`config.mk`:
```
export PLATFORM = sky130hd
export DESIGN_NAME = store_write_buffer_flat
export DESIGN_NICKNAME = d
export VERILOG_FILES = /design/src/rtl/store_write_buffer_if.sv /design/src/rtl/store_write_buffer.sv /design/src/flat_wrapper.sv
export SDC_FILE = /design/constraint.sdc
export NUM_CORES = 1
export LEC_CHECK = 0
export ABC_AREA = 0
export CAP_MARGIN = 20
export CORE_UTILIZATION = 59
export CTS_BUF_LIST = sky130_fd_sc_hd__clkbuf_4
export CTS_CLUSTER_SIZE = 24
export DETAILED_ROUTE_END_ITERATION = 7
export DONT_BUFFER_PORTS = 1
export PLACE_DENSITY = 0.78
export SETUP_SLACK_MARGIN = 0.15
export SLEW_MARGIN = 20
export SYNTH_ARGS = -nofsm -noshare
export SYNTH_HDL_FRONTEND = slang
export SYNTH_SLANG_ARGS = --single-unit
```
`constraint.sdc`:
```
create_clock -name clk -period 4.6 [get_ports clk]
set_input_delay 0.46 -clock clk [delete_from_list [all_inputs] [get_ports clk]]
set_output_delay 0.46 -clock clk [all_outputs]
set_load 0.03 [all_outputs]
```
`src/rtl/store_write_buffer_if.sv`:
```
// Store-side bus between the MEM stage / data memory and the store write buffer.
// The buffer uses the slave modport, and the pipeline/memory side uses the master modport.
interface store_write_buffer_if;
  logic        st_valid;
  logic [1:0]  st_op;
  logic [31:0] st_addr;
  logic [31:0] st_data;
  logic        st_ready;
  logic        st_ades;
  logic        mem_valid;
  logic        mem_ready;
  logic [31:0] mem_addr;
  logic [31:0] mem_wdata;
  logic [3:0]  mem_be;
  logic [31:0] ld_addr;
  logic        ld_hit;

  modport master (
    output st_valid, st_op, st_addr, st_data, mem_ready, ld_addr,
    input  st_ready, st_ades, mem_valid, mem_addr, mem_wdata, mem_be, ld_hit
  );

  modport slave (
    input  st_valid, st_op, st_addr, st_data, mem_ready, ld_addr,
    output st_ready, st_ades, mem_valid, mem_addr, mem_wdata, mem_be, ld_hit
  );
endinterface

```
`src/rtl/store_write_buffer.sv`:
```
// Store write buffer: aligns sw/sh/sb stores into word writes with byte enables,
// queues them in a small FIFO, drains them to data memory, and flags load hazards.
module store_write_buffer #(
  parameter int unsigned DEPTH = 2
) (
  input  logic                     clk,
  input  logic                     reset,
  store_write_buffer_if.slave      bus,
  output logic [$clog2(DEPTH):0]   count
);

  localparam int unsigned PW = (DEPTH > 1) ? $clog2(DEPTH) : 1;
  localparam int unsigned CW = $clog2(DEPTH) + 1;

  typedef enum logic [1:0] {
    OP_NONE = 2'b00,
    OP_SW   = 2'b01,
    OP_SH   = 2'b10,
    OP_SB   = 2'b11
  } st_op_e;

  st_op_e        op;
  logic [PW-1:0] rd_ptr;
  logic [PW-1:0] wr_ptr;
  logic [PW-1:0] rd_next;
  logic [31:0]   addr_q [DEPTH];
  logic [31:0]   data_q [DEPTH];
  logic [3:0]    be_q   [DEPTH];
  logic [31:0]   new_addr;
  logic [31:0]   new_wdata;
  logic [3:0]    new_be;
  logic          push;
  logic          pop;
  logic [CW-1:0] count_after_pop;
  logic          head_is_new;

  function automatic logic [PW-1:0] ptr_inc(input logic [PW-1:0] p);
    return (p == PW'(DEPTH - 1)) ? '0 : p + PW'(1);
  endfunction

  assign op = st_op_e'(bus.st_op);

  always_comb begin
    bus.st_ades = 1'b0;
    if (bus.st_valid) begin
      unique case (op)
        OP_SW:   bus.st_ades = (bus.st_addr[1:0] != 2'b00);
        OP_SH:   bus.st_ades = bus.st_addr[0];
        default: bus.st_ades = 1'b0;
      endcase
    end
  end

  always_comb begin
    new_addr  = {bus.st_addr[31:2], 2'b00};
    new_wdata = bus.st_data;
    new_be    = 4'b1111;
    unique case (op)
      OP_SH: begin
        new_wdata = {bus.st_data[15:0], bus.st_data[15:0]};
        new_be    = bus.st_addr[1] ? 4'b1100 : 4'b0011;
      end
      OP_SB: begin
        new_wdata = {4{bus.st_data[7:0]}};
        new_be    = 4'b0001 << bus.st_addr[1:0];
      end
      default: begin
        new_wdata = bus.st_data;
        new_be    = 4'b1111;
      end
    endcase
  end

  assign bus.st_ready  = (count != CW'(DEPTH));
  assign bus.mem_valid = (count != '0);

  assign push = bus.st_valid & bus.st_ready & (op != OP_NONE) & ~bus.st_ades;
  assign pop  = bus.mem_valid & bus.mem_ready;

  assign rd_next         = pop ? ptr_inc(rd_ptr) : rd_ptr;
  assign count_after_pop = count - CW'(pop);
  // A push into a buffer that is empty after this cycle's pop becomes the head directly.
  assign head_is_new     = push && (count_after_pop == '0);

  always_ff @(posedge clk) begin
    if (push) begin
      addr_q[wr_ptr] <= new_addr;
      data_q[wr_ptr] <= new_wdata;
      be_q[wr_ptr]   <= new_be;
    end
  end

  // mem_* is registered and only reloaded while an entry remains, so it holds when empty.
  always_ff @(posedge clk) begin
    if (reset) begin
      rd_ptr        <= '0;
      wr_ptr        <= '0;
      count         <= '0;
      bus.mem_addr  <= '0;
      bus.mem_wdata <= '0;
      bus.mem_be    <= '0;
    end else begin
      if (push) wr_ptr <= ptr_inc(wr_ptr);
      rd_ptr <= rd_next;
      count  <= count_after_pop + CW'(push);
      if (head_is_new) begin
        bus.mem_addr  <= new_addr;
        bus.mem_wdata <= new_wdata;
        bus.mem_be    <= new_be;
      end else if (count_after_pop != '0) begin
        bus.mem_addr  <= addr_q[rd_next];
        bus.mem_wdata <= data_q[rd_next];
        bus.mem_be    <= be_q[rd_next];
      end
    end
  end

  always_comb begin
    logic [PW-1:0] offs;
    offs        = '0;
    bus.ld_hit  = 1'b0;
    for (int unsigned i = 0; i < DEPTH; i++) begin
      offs = PW'(i) - rd_ptr;
      if ((CW'(offs) < count) && (addr_q[i] == (bus.ld_addr & 32'hFFFF_FFFC)))
        bus.ld_hit = 1'b1;
    end
  end

endmodule

```
`src/flat_wrapper.sv`:
```
// flat-port wrapper written by rule: the top's interface ports become plain ports
module store_write_buffer_flat 
#(
  parameter int unsigned DEPTH = 2
)
  (clk, reset, count, bus_st_valid, bus_st_op, bus_st_addr, bus_st_data, bus_mem_ready, bus_ld_addr, bus_st_ready, bus_st_ades, bus_mem_valid, bus_mem_addr, bus_mem_wdata, bus_mem_be, bus_ld_hit);
  store_write_buffer_if bus_i ();
  input  logic clk;
  input  logic reset;
  output logic [$clog2(DEPTH):0] count;
  input wire logic [$bits(bus_i.st_valid)-1:0] bus_st_valid;
  input wire logic [$bits(bus_i.st_op)-1:0] bus_st_op;
  input wire logic [$bits(bus_i.st_addr)-1:0] bus_st_addr;
  input wire logic [$bits(bus_i.st_data)-1:0] bus_st_data;
  input wire logic [$bits(bus_i.mem_ready)-1:0] bus_mem_ready;
  input wire logic [$bits(bus_i.ld_addr)-1:0] bus_ld_addr;
  output wire logic [$bits(bus_i.st_ready)-1:0] bus_st_ready;
  output wire logic [$bits(bus_i.st_ades)-1:0] bus_st_ades;
  output wire logic [$bits(bus_i.mem_valid)-1:0] bus_mem_valid;
  output wire logic [$bits(bus_i.mem_addr)-1:0] bus_mem_addr;
  output wire logic [$bits(bus_i.mem_wdata)-1:0] bus_mem_wdata;
  output wire logic [$bits(bus_i.mem_be)-1:0] bus_mem_be;
  output wire logic [$bits(bus_i.ld_hit)-1:0] bus_ld_hit;
  assign bus_i.st_valid = bus_st_valid;
  assign bus_i.st_op = bus_st_op;
  assign bus_i.st_addr = bus_st_addr;
  assign bus_i.st_data = bus_st_data;
  assign bus_i.mem_ready = bus_mem_ready;
  assign bus_i.ld_addr = bus_ld_addr;
  assign bus_st_ready = bus_i.st_ready;
  assign bus_st_ades = bus_i.st_ades;
  assign bus_mem_valid = bus_i.mem_valid;
  assign bus_mem_addr = bus_i.mem_addr;
  assign bus_mem_wdata = bus_i.mem_wdata;
  assign bus_mem_be = bus_i.mem_be;
  assign bus_ld_hit = bus_i.ld_hit;
  store_write_buffer #(.DEPTH(DEPTH)) u_core (.clk(clk), .reset(reset), .bus(bus_i), .count(count));
endmodule
```
* Word-level counts from Yosys, hierarchy flattened
Memory sizes are Yosys's and may differ from the RTL's.
Index checks and enable logic that the tools add are counted.
** Word-level totals
- Input port bits :: 102
- Memory bits (read-only) :: 0
- Register bits after elaboration :: 72
- Output and inout port bits :: 74
- Latch bits :: 0
- Memories :: 3
- Bits in writable memories :: 132
** Operators by class
- Add/sub/neg operators :: 6
- Equality and inequality tests :: 6
- Multiply operators :: 0
- Divide/modulo/power cells :: 0
- Reductions and logical operators :: 10
- $lt $le $gt $ge :: 2
- Multiplexer cells :: 18
- Shifts and indexed selects :: 1
- Bitwise operators :: 5
** Memories
- u_core.data_q :: words 2, width 32, rd ports 1, clocked after memory_dff 0, write ports 1, line store_write_buffer.sv:27 : logic [31:0] data_q [DEPTH];
- u_core.addr_q :: words 2, width 30, rd ports 3, clocked after memory_dff 0, write ports 1, line store_write_buffer.sv:26 : logic [31:0] addr_q [DEPTH];
- u_core.be_q :: words 2, width 4, rd ports 1, clocked after memory_dff 0, write ports 1, line store_write_buffer.sv:28 : logic [3:0] be_q [DEPTH];
** Operators by type and width (count)
- 2-to-1 mux 32 bit :: 4
- == test 32 bit :: 2
- one-hot mux 32 bit (2 select lines) :: 1
- 2-to-1 mux 4 bit :: 3
- nonzero test 2 bit :: 5
- 2-to-1 mux 1 bit :: 8
- one-hot mux 4 bit (2 select lines) :: 1
- bitwise AND 1 bit :: 4
- == test 2 bit, second input constant :: 2
- less-than comparator 1 x 2 -> 1 bit :: 2
- << shifter 1 x 2 -> 4 bit, first input constant :: 1
- logical AND 1 bit :: 3
- adder 1 bit, second input constant :: 2
- adder 2 x 1 -> 2 bit :: 1
- == test 2 x 1 -> 1 bit, second input constant :: 1
- logical NOT 2 bit :: 1
- inequality test 2 bit, second input constant :: 1
- one-hot mux 1 bit (2 select lines) :: 1
- OR reduction 2 bit :: 1
- subtractor 1 bit, first input constant :: 2
- subtractor 2 x 1 -> 2 bit :: 1
- NOT 1 bit :: 1

* Logic depth before layout (Yosys ltp)
- Word-level depth :: 7
- Mapped depth :: 10
- Mapped depth without buffers :: 8

* Worst setup path after synthesis
No wires, ideal clock.
- Path kind :: register -> register
- Start :: register u_core.count[0]
- End :: memory u_core.addr_q[0][0] (netlist name), enable pin
- Clock period less this slack :: 4.683 ns
- Data required time :: 4.110 ns
- Data arrival time :: 4.193 ns
- Library setup time :: 0.490 ns
- Stages on the path, launching flop included :: 7
- Path slack :: -0.083 ns
- Buffers on the path :: 2
- Cells stage by stage :: dfxtp_1 -> inv_2 -> nand2_1 -> nand4_1 -> buf_2 -> buf_2 -> nor2_1
** Between the ends
- Cells in the longest elaborated chain, start to end :: 6
** Ends and longest elaborated chain
- from (decl) :: line store_write_buffer.sv:9 : output logic [$clog2(DEPTH):0] count
- from (signal assigned) :: line store_write_buffer.sv:105 : count <= count_after_pop + CW'(push);
- inequality test 2 bit :: line store_write_buffer.sv:74 : assign bus.st_ready = (count != CW'(DEPTH));
- named net bus_st_ready :: line flat_wrapper.sv:17 : output wire logic [$bits(bus_i.st_ready)-1:0] bus_st_ready;
- bitwise AND 1 bit (3 in series) :: line store_write_buffer.sv:77 : assign push = bus.st_valid & bus.st_ready & (op != OP_NONE) & ~bus.st_ades;
- 2-to-1 mux 1 bit :: line store_write_buffer.sv:86 : if (push) begin
- 2-to-1 mux 1 bit (not written as such) :: line store_write_buffer.sv:87 : addr_q[wr_ptr] <= new_addr;
- to (decl) :: line store_write_buffer.sv:26
The timed path passes the listed nets, and every way through them passes these cells.

* Worst setup path after layout
- Start :: register u_core.count[1]
- End :: register u_core.bus.mem_addr[12]
** Between the ends
- Cells in the longest elaborated chain, start to end :: 6
- Elaborated cells on any way between the ends :: 15
- Those cells by class :: add/sub (1); eq/ne (1); mux (3); bitwise (4); reduce/logical (5); memory (1)
** Ends and longest elaborated chain
- nonzero test 2 bit or inequality test 2 bit (tied branches) :: line store_write_buffer.sv:75, store_write_buffer.sv:74
- bitwise AND 1 bit, on equally long branches :: line store_write_buffer.sv:78, store_write_buffer.sv:77
- subtractor 2 x 1 -> 2 bit (tied with other cells) :: line store_write_buffer.sv:81 : assign count_after_pop = count - CW'(pop);
- logical NOT 2 bit (tied with other cells) :: line store_write_buffer.sv:83 : assign head_is_new = push && (count_after_pop == '0);
- logical AND 1 bit or 2-to-1 mux 32 bit (tied branches) :: line store_write_buffer.sv:83, store_write_buffer.sv:110
- 2-to-1 mux 32 bit or nonzero test 2 bit (tied branches)
- to (signal assigned) :: line store_write_buffer.sv:107 : bus.mem_addr <= new_addr;
- to (signal assigned) :: line store_write_buffer.sv:111 : bus.mem_addr <= addr_q[rd_next];
- to (decl) :: line store_write_buffer_if.sv:25 : output st_ready, st_ades, mem_valid, mem_addr, mem_wdata, mem_be, ld_hit
Several ways; a longest one is shown, not always the timed one. The select of a mux whose other input is x is not followed.
A chain may end at the register's enable or synchronous reset.

==> summary.txt <==
Yosys
  – Post-Syn Instances: 691
  – Share of the synthesized area in the top cell type: 44.94%
  – Post-synthesis sequential element count: approximately 200
  – Async SR Flop Fraction: 0%
  – Mapped cell area: 8820 µm²
  – Top_reg_cell synth: edfxtp_1
  – EDFF count, synth: about 130
  – Yosys cell types: just over 40
  – Ys Warns: 0
  – Synth area leaders: edfxtp_1 45%, dfxtp_1 16%, mux2i_1 8.6%
  – Average size of a mapped cell: roughly 13 µm²
  – Top cell type by total area after synthesis: edfxtp_1
  – Seq/Total Area, Yosys: about 61%

Critical path
  – Crit-path leading delay family: simple AND/OR/NAND/NOR gates
  – Required time of the critical path: roughly 5.1 ns
  – Slowest stage cell, crit path: or2_2
  – CP Buf/Inv Count: 1
  – Worst path max stage delay: 0.80 ns
  – CP Launch Type: flip-flop
  – Critical path cell sequence: o21a_2 -> ha_1 -> xnor2_1 -> nand2_2 -> buf_4 -> or2_2 -> o22ai_1
  – Critical setup path kind: reg -> reg
  – CP arrival: roughly 3.8 ns
  – CP Max Fanout: between 80 and 90
  – Worst Setup End Kind: flip-flop

Layout
  – Layout Nets: about 860
  – Commonest non-fill, non-tap cell in the layout: edfxtp_1
  – Diodes inserted: 0
  – Layout Area Growth over Synthesis: 13.86%
  – Final Cell Area: about 10000 µm²
  – Commonest non-fill, non-tap cells in the layout: 132 x edfxtp_1, 85 x clkbuf_4, 76 x mux2i_1
  – Share of layout cells above drive strength 1: between 10% and 20%

STA
  – Unrepaired setup endpoints after global routing: no
  – Final worst setup slack: approximately 1.3 ns
  – # setup viols final: 0
  – Final Slew Violations: 0
  – Fin crit period: 3.307 ns
  – Slew @ Worst Pin: 1.054 ns
  – Fin crit share: a little under three quarters
  – Max_slew headroom: between 20% and 30%
  – Tightest hold margin: roughly 0.055 ns
  – Post-Route Setup TNS: 0 ns
  – Endpoints failing hold: 0
  – Clk_skew: about 0.054 ns
  – Fmax: roughly 0.30 GHz

Clock tree
  – Num CTS Buffers: 50
  – CTS Buffer Depth: 3
  – # H-tree levels: 2
  – Clock root buffer: clkbuf_4
  – Reg clk slew, reported paths: approximately 0.070 ns
  – Skew-Pair Late Insertion Delay: between 0.6 and 0.7 ns
  – TritonCTS clock tree: done
  – CTS resizes: 0
  – Total clock sinks: around 200
  – Post-CTS Setup Bufs: 0

Run status
  – Status: finished, final reports clean

Place
  – Pre-CTS setup slack: between 1 and 1.5 ns
  – Dpl hpwl: about 14000 µm
  – Placed cell areas: around 8900 µm²
  – IO Port Bufs: 0
  – Final GP Congestion: around 0.89

Floorplanning
  – Die X-Extent: 124.3 µm
  – Floorplan core area: 14530 µm²
  – Initial Util: between 60% and 70%
  – Num rows: 44
  – Die Footprint: 15440 µm²
  – Ports: about 180
  – Die height: 124.3 µm

GRT
  – Congestion Overflow GR: 0
  – Vias in the first global route: about 6300
  – Aggregate global-route resource usage: between 20 and 30%
  – First-pass GRT wire length: roughly 35000 µm
  – Initial antenna violation count: 3
  – Largest net degree at the start of global routing: 86

Drt
  – Vias: about 6000
  – Drt pass-1 iters: 4
  – DR iter-0 viols: between 400 and 500
  – Wirelength, routed: ~22000 µm
  – Via density: ~6
  – WL/cell: 23.06 µm
  – Remaining antenna violation count: 0
  – Drt drc: 0

Pwr
  – VDD IR-drop max: about 460 µV
  – Power Density: a little under 700 nW/µm²
  – Lkg Pwr: ~3.8 nW

Job
  – Max_cap viols: 0

Worst hold path
  – Worst hold path type: in -> reg
path summary, 6_finish.rpt:
| kind | from | endpoint | slack [ns] | depth (start not counted) |
|---|---|---|---|---|
| min reg2reg | u_core.data_q[1][3] | u_core.bus.mem_wdata[3] | 0.53 | 2 |
| max | u_core.count[1] | u_core.bus.mem_addr[12] | 1.29 | 7 |
| min | bus_st_data[31] | u_core.data_q[0][31] | 0.06 | 2 |
| max reg2reg | u_core.count[1] | u_core.bus.mem_addr[12] | 1.29 | 7 |
routing by layer:
metal,global-route usage [%],up-vias,wire length [µm]
li1,-,2732,-
met1,34.25,2941,8559
met2,49.85,277,11310
met3,10.09,39,2025
met4,9.993,2,513
met5,0,-,10
cell families (layout without fill, tap and decap cells):
kind of cell | count (synthesis) | count (layout) | share of synthesized area (%)
XOR/XNOR | 65 | 65 | 6.753
AND/OR/NAND/NOR | 215 | 215 | 13.83
buffers and inverters | 52 | 148 | 2.837
other | 1 | 2 | 0.04252
flip-flops | 202 | 202 | 60.83
multiplexers | 84 | 84 | 9.647
AO/OA/AOI/OAI | 66 | 66 | 5.207
adder cells (fa/ha/maj) | 6 | 6 | 0.8512
synthesized netlist by cell type (all sizes together) (7+ instances only):
cell / number
edfxtp: 132
mux2i: 76
dfxtp: 70
nand2: 64
nor3: 54
o22ai: 41
nor4: 38
xor2: 38
and3: 27
xnor2: 27
buf: 26
clkbuf: 20
a21o: 8
mux2: 8
and2: 7
nand4: 7
state kept, by name (all words and copies together) (netlist names):
name	flops
u_core.bus.mem_wdata	32
u_core.be_q	8
u_core.count	2
u_core.data_q	64
u_core.bus.mem_be	4
u_core.rd_ptr	1
u_core.wr_ptr	1
u_core.addr_q	60
u_core.bus.mem_addr	30
through the flow:
| stage | total power [mW] | cells | utilization, % |
|---|---|---|---|
| after floorplan | 4.853 | 692 | - |
| after global placement | 5.214 | 838 | 61.30 |
| after detailed placement | 5.319 | 838 | 61.30 |
| after CTS | 6.948 | 971 | 68.91 |
| after global routing | 7.345 | 972 | 69.09 |
| final | 6.978 | 972 | 69.09 |
cell type report:
| cell class | count | area (µm²) |
|---|---|---|
| clock inverters | 8 | 56.30 |
| inverters | 6 | 23.77 |
| multi-input cells | 438 | 3231 |
| well taps | 184 | 230.2 |
| clock buffers | 85 | 638.1 |
| fillers | 1037 | 4492 |
| repair buffers | 49 | 498.0 |
| flip-flops and latches | 202 | 5365 |
worst reg2reg max path, stage by stage (launching register included):
cell     delay (ns)
dfxtp_1        0.65
o21a_2         0.32
ha_1           0.20
xnor2_1        0.11
nand2_2        0.12
buf_4          0.62
or2_2          0.85
o22ai_1        0.26
what timing repair did:
| item | CTS | global route |
|---|---|---|
| endpoints found under the hold margin | 110 | 0 |
| setup endpoints to repair | 0 | 0 |
| hold buffers | 40 | 0 |
power breakdown:
group | switching, mW | internal, mW
clock | 0.691 | 0.884
combinational | 1.51 | 0.903
sequential | 0.654 | 2.34
total | 2.85 | 4.12
Note: power is estimated with default switching activity, not from simulation.
==> edit (same settings) <==
Put one more register stage on the output `count`, cleared by the reset. The value now appears one clock later. The other outputs are not delayed to match.
--- a/src/rtl/store_write_buffer.sv
+++ b/src/rtl/store_write_buffer.sv
@@ -18,6 +18,8 @@
     OP_SH   = 2'b10,
     OP_SB   = 2'b11
   } st_op_e;
+
+  logic [$clog2(DEPTH):0] count_s0;
 
   st_op_e        op;
   logic [PW-1:0] rd_ptr;
@@ -71,14 +73,14 @@
     endcase
   end
 
-  assign bus.st_ready  = (count != CW'(DEPTH));
-  assign bus.mem_valid = (count != '0);
+  assign bus.st_ready  = (count_s0 != CW'(DEPTH));
+  assign bus.mem_valid = (count_s0 != '0);
 
   assign push = bus.st_valid & bus.st_ready & (op != OP_NONE) & ~bus.st_ades;
   assign pop  = bus.mem_valid & bus.mem_ready;
 
   assign rd_next         = pop ? ptr_inc(rd_ptr) : rd_ptr;
-  assign count_after_pop = count - CW'(pop);
+  assign count_after_pop = count_s0 - CW'(pop);
   // A push into a buffer that is empty after this cycle's pop becomes the head directly.
   assign head_is_new     = push && (count_after_pop == '0);
 
@@ -95,14 +97,14 @@
     if (reset) begin
       rd_ptr        <= '0;
       wr_ptr        <= '0;
-      count         <= '0;
+      count_s0      <= '0;
       bus.mem_addr  <= '0;
       bus.mem_wdata <= '0;
       bus.mem_be    <= '0;
     end else begin
       if (push) wr_ptr <= ptr_inc(wr_ptr);
       rd_ptr <= rd_next;
-      count  <= count_after_pop + CW'(push);
+      count_s0 <= count_after_pop + CW'(push);
       if (head_is_new) begin
         bus.mem_addr  <= new_addr;
         bus.mem_wdata <= new_wdata;
@@ -121,8 +123,16 @@
     bus.ld_hit  = 1'b0;
     for (int unsigned i = 0; i < DEPTH; i++) begin
       offs = PW'(i) - rd_ptr;
-      if ((CW'(offs) < count) && (addr_q[i] == (bus.ld_addr & 32'hFFFF_FFFC)))
+      if ((CW'(offs) < count_s0) && (addr_q[i] == (bus.ld_addr & 32'hFFFF_FFFC)))
         bus.ld_hit = 1'b1;
+    end
+  end
+
+  always_ff @(posedge clk) begin
+    if (reset) begin
+      count <= '0;
+    end else begin
+      count <= count_s0;
     end
   end
 
Behaviour: not the same (a bounded check fails within 4 cycles, from zero or initial values and one cycle with reset high).
==> edit against the original RTL <==
  * Global-route usage decreased by 1.1 points
  * Worst setup slack better by 0.18 ns
  * Largest cell class unchanged
  * Via count rose by 0.18%
  * Sequential share of layout area grew 0.70 points
  * First-iteration DRC count rose by 6.3%
  * Synthesized area grew 0.82%
  * Critical endpoint is now bus_ld_hit
  * The run now ends with DRC left
  * Largest power group unchanged
  * Power is 1.7% lower
  * Synthesized cell count increased by 1.0%
  * Sequential cell count rose by 2
  * Wire length is 3.5% lower
  * Cell area shrank 0.55%
==> edit: results (changes against the original RTL) <==
Pwr
  – VDD IR-drop max: 0.4935 mV (+8.0%)

Yosys
  – Post-Synth Adder-Cell Area: 0.008442 (-0.00006946)
  – Mux contribution to synthesized area: 0.09441 (-0.002054)
  – Largest cells by area after synthesis: edfxtp_1, dfxtp_1, mux2i_1, xor2_1, nor3_1

Global routing
  – Initial antenna violation count: 1 (-2)
  – Met3 Track Usage GR: 0.09450 (-0.006443)
  – First-pass GRT wire length: 33640 um (-3.4%)
  – Met1 Use GR: 0.3461 (+0.003571)

Outcome
  – Status: finished, violations left
  – Violated checks: DRC

Timing
  – Worst clock skew: 0.02426 ns (-0.02986 ns)
  – Least-Margin Pin Slew: 1.050 ns (-0.003761 ns)

Final layout
  – Fraction of layout cells with a size suffix above 1: 0.1535 (-0.01913)

Route
  – WL met1: 8281 um (-3.2%)
  – Highest routed layer: met4
  – DRT iter0 DRCs: 469 (+6.3%)
  – Final WL: 21630 um (-3.5%)
  – # DRC: 27 (+27)
  – Vias after detailed routing: 6002 (+0.18%)

Clocking
  – Clk Latency, worst-skew pair: 0.63 ns (-0.03 ns)

Place
  – GPL Wtd Cong: 0.8214 (-7.5%)
  – Dpl hpwl: 13050 um (-5.7%)

Critical path
  – Crit path from: u_core.rd_ptr$_SDFF_PP0_
  – Max Fanout on Critical Path: 4 (-95%)

Worst hold path
  – Hold Path Origin: bus_st_addr[4]
[edit: timing repair]
| action | CTS | global route |
|---|---|---|
| endpoints found under the hold margin | 115 | 0 |
| hold buffers | 39 | 0 |
| buffers inserted | 0 | 0 |
[edit: worst paths after layout]
| kind | cells after the start | to |
|---|---|---|
| setup / recovery | 4 | bus_ld_hit |
| hold reg to reg | 2 | u_core.bus.mem_wdata[7]$_SDFFE_PP0P_ |
| hold / removal | 2 | u_core.bus.mem_addr[4]$_SDFFE_PP0P_ |
| setup reg to reg | 7 | u_core.count_s0[0]$_SDFF_PP0_ |
[edit: final cells by class]
class | instances | area (um^2)
timing repair buffer | 48 | 467.9
antenna | 1 | 2.502
clock buffer | 83 | 623.1
fill | 1041 | 4657
multi-input combinational | 442 | 3188
sequential | 204 | 5405
tap | 184 | 230.2
clock inverter | 12 | 46.29
inverter | 6 | 23.77
[edit: per-stage QoR]
stage          area (um^2)  power [mW]  setup WS [ns]  hold slack [ns]  std cells
2_1_floorplan         8899       4.914          1.060           0.4770        699
3_3_place_gp          8915       5.209          1.358           0.4862        845
6_report              9987       6.862          1.477          0.04994        980
5_1_grt               9987       7.226          1.440         0.004790        980
4_1_cts               9985       6.875          1.514         0.002866        979
3_5_place_dp          8915       5.305          1.329           0.5058        845
[edit: report_power, final]
group	internal, mW	leakage, nW	switching (mW)	total (mW)
Sequential	2.36	1.81	0.650	3.01
Clock	0.814	0.403	0.721	1.54
Combinational	0.876	1.59	1.44	2.32
[edit: worst max-delay path: stages, from the launching register on]
cell and delay (ns):
dfxtp_1 0.52, a21oi_1 0.13, nor4_1 0.61, nand3_1 0.15
o22ai_1 0.62
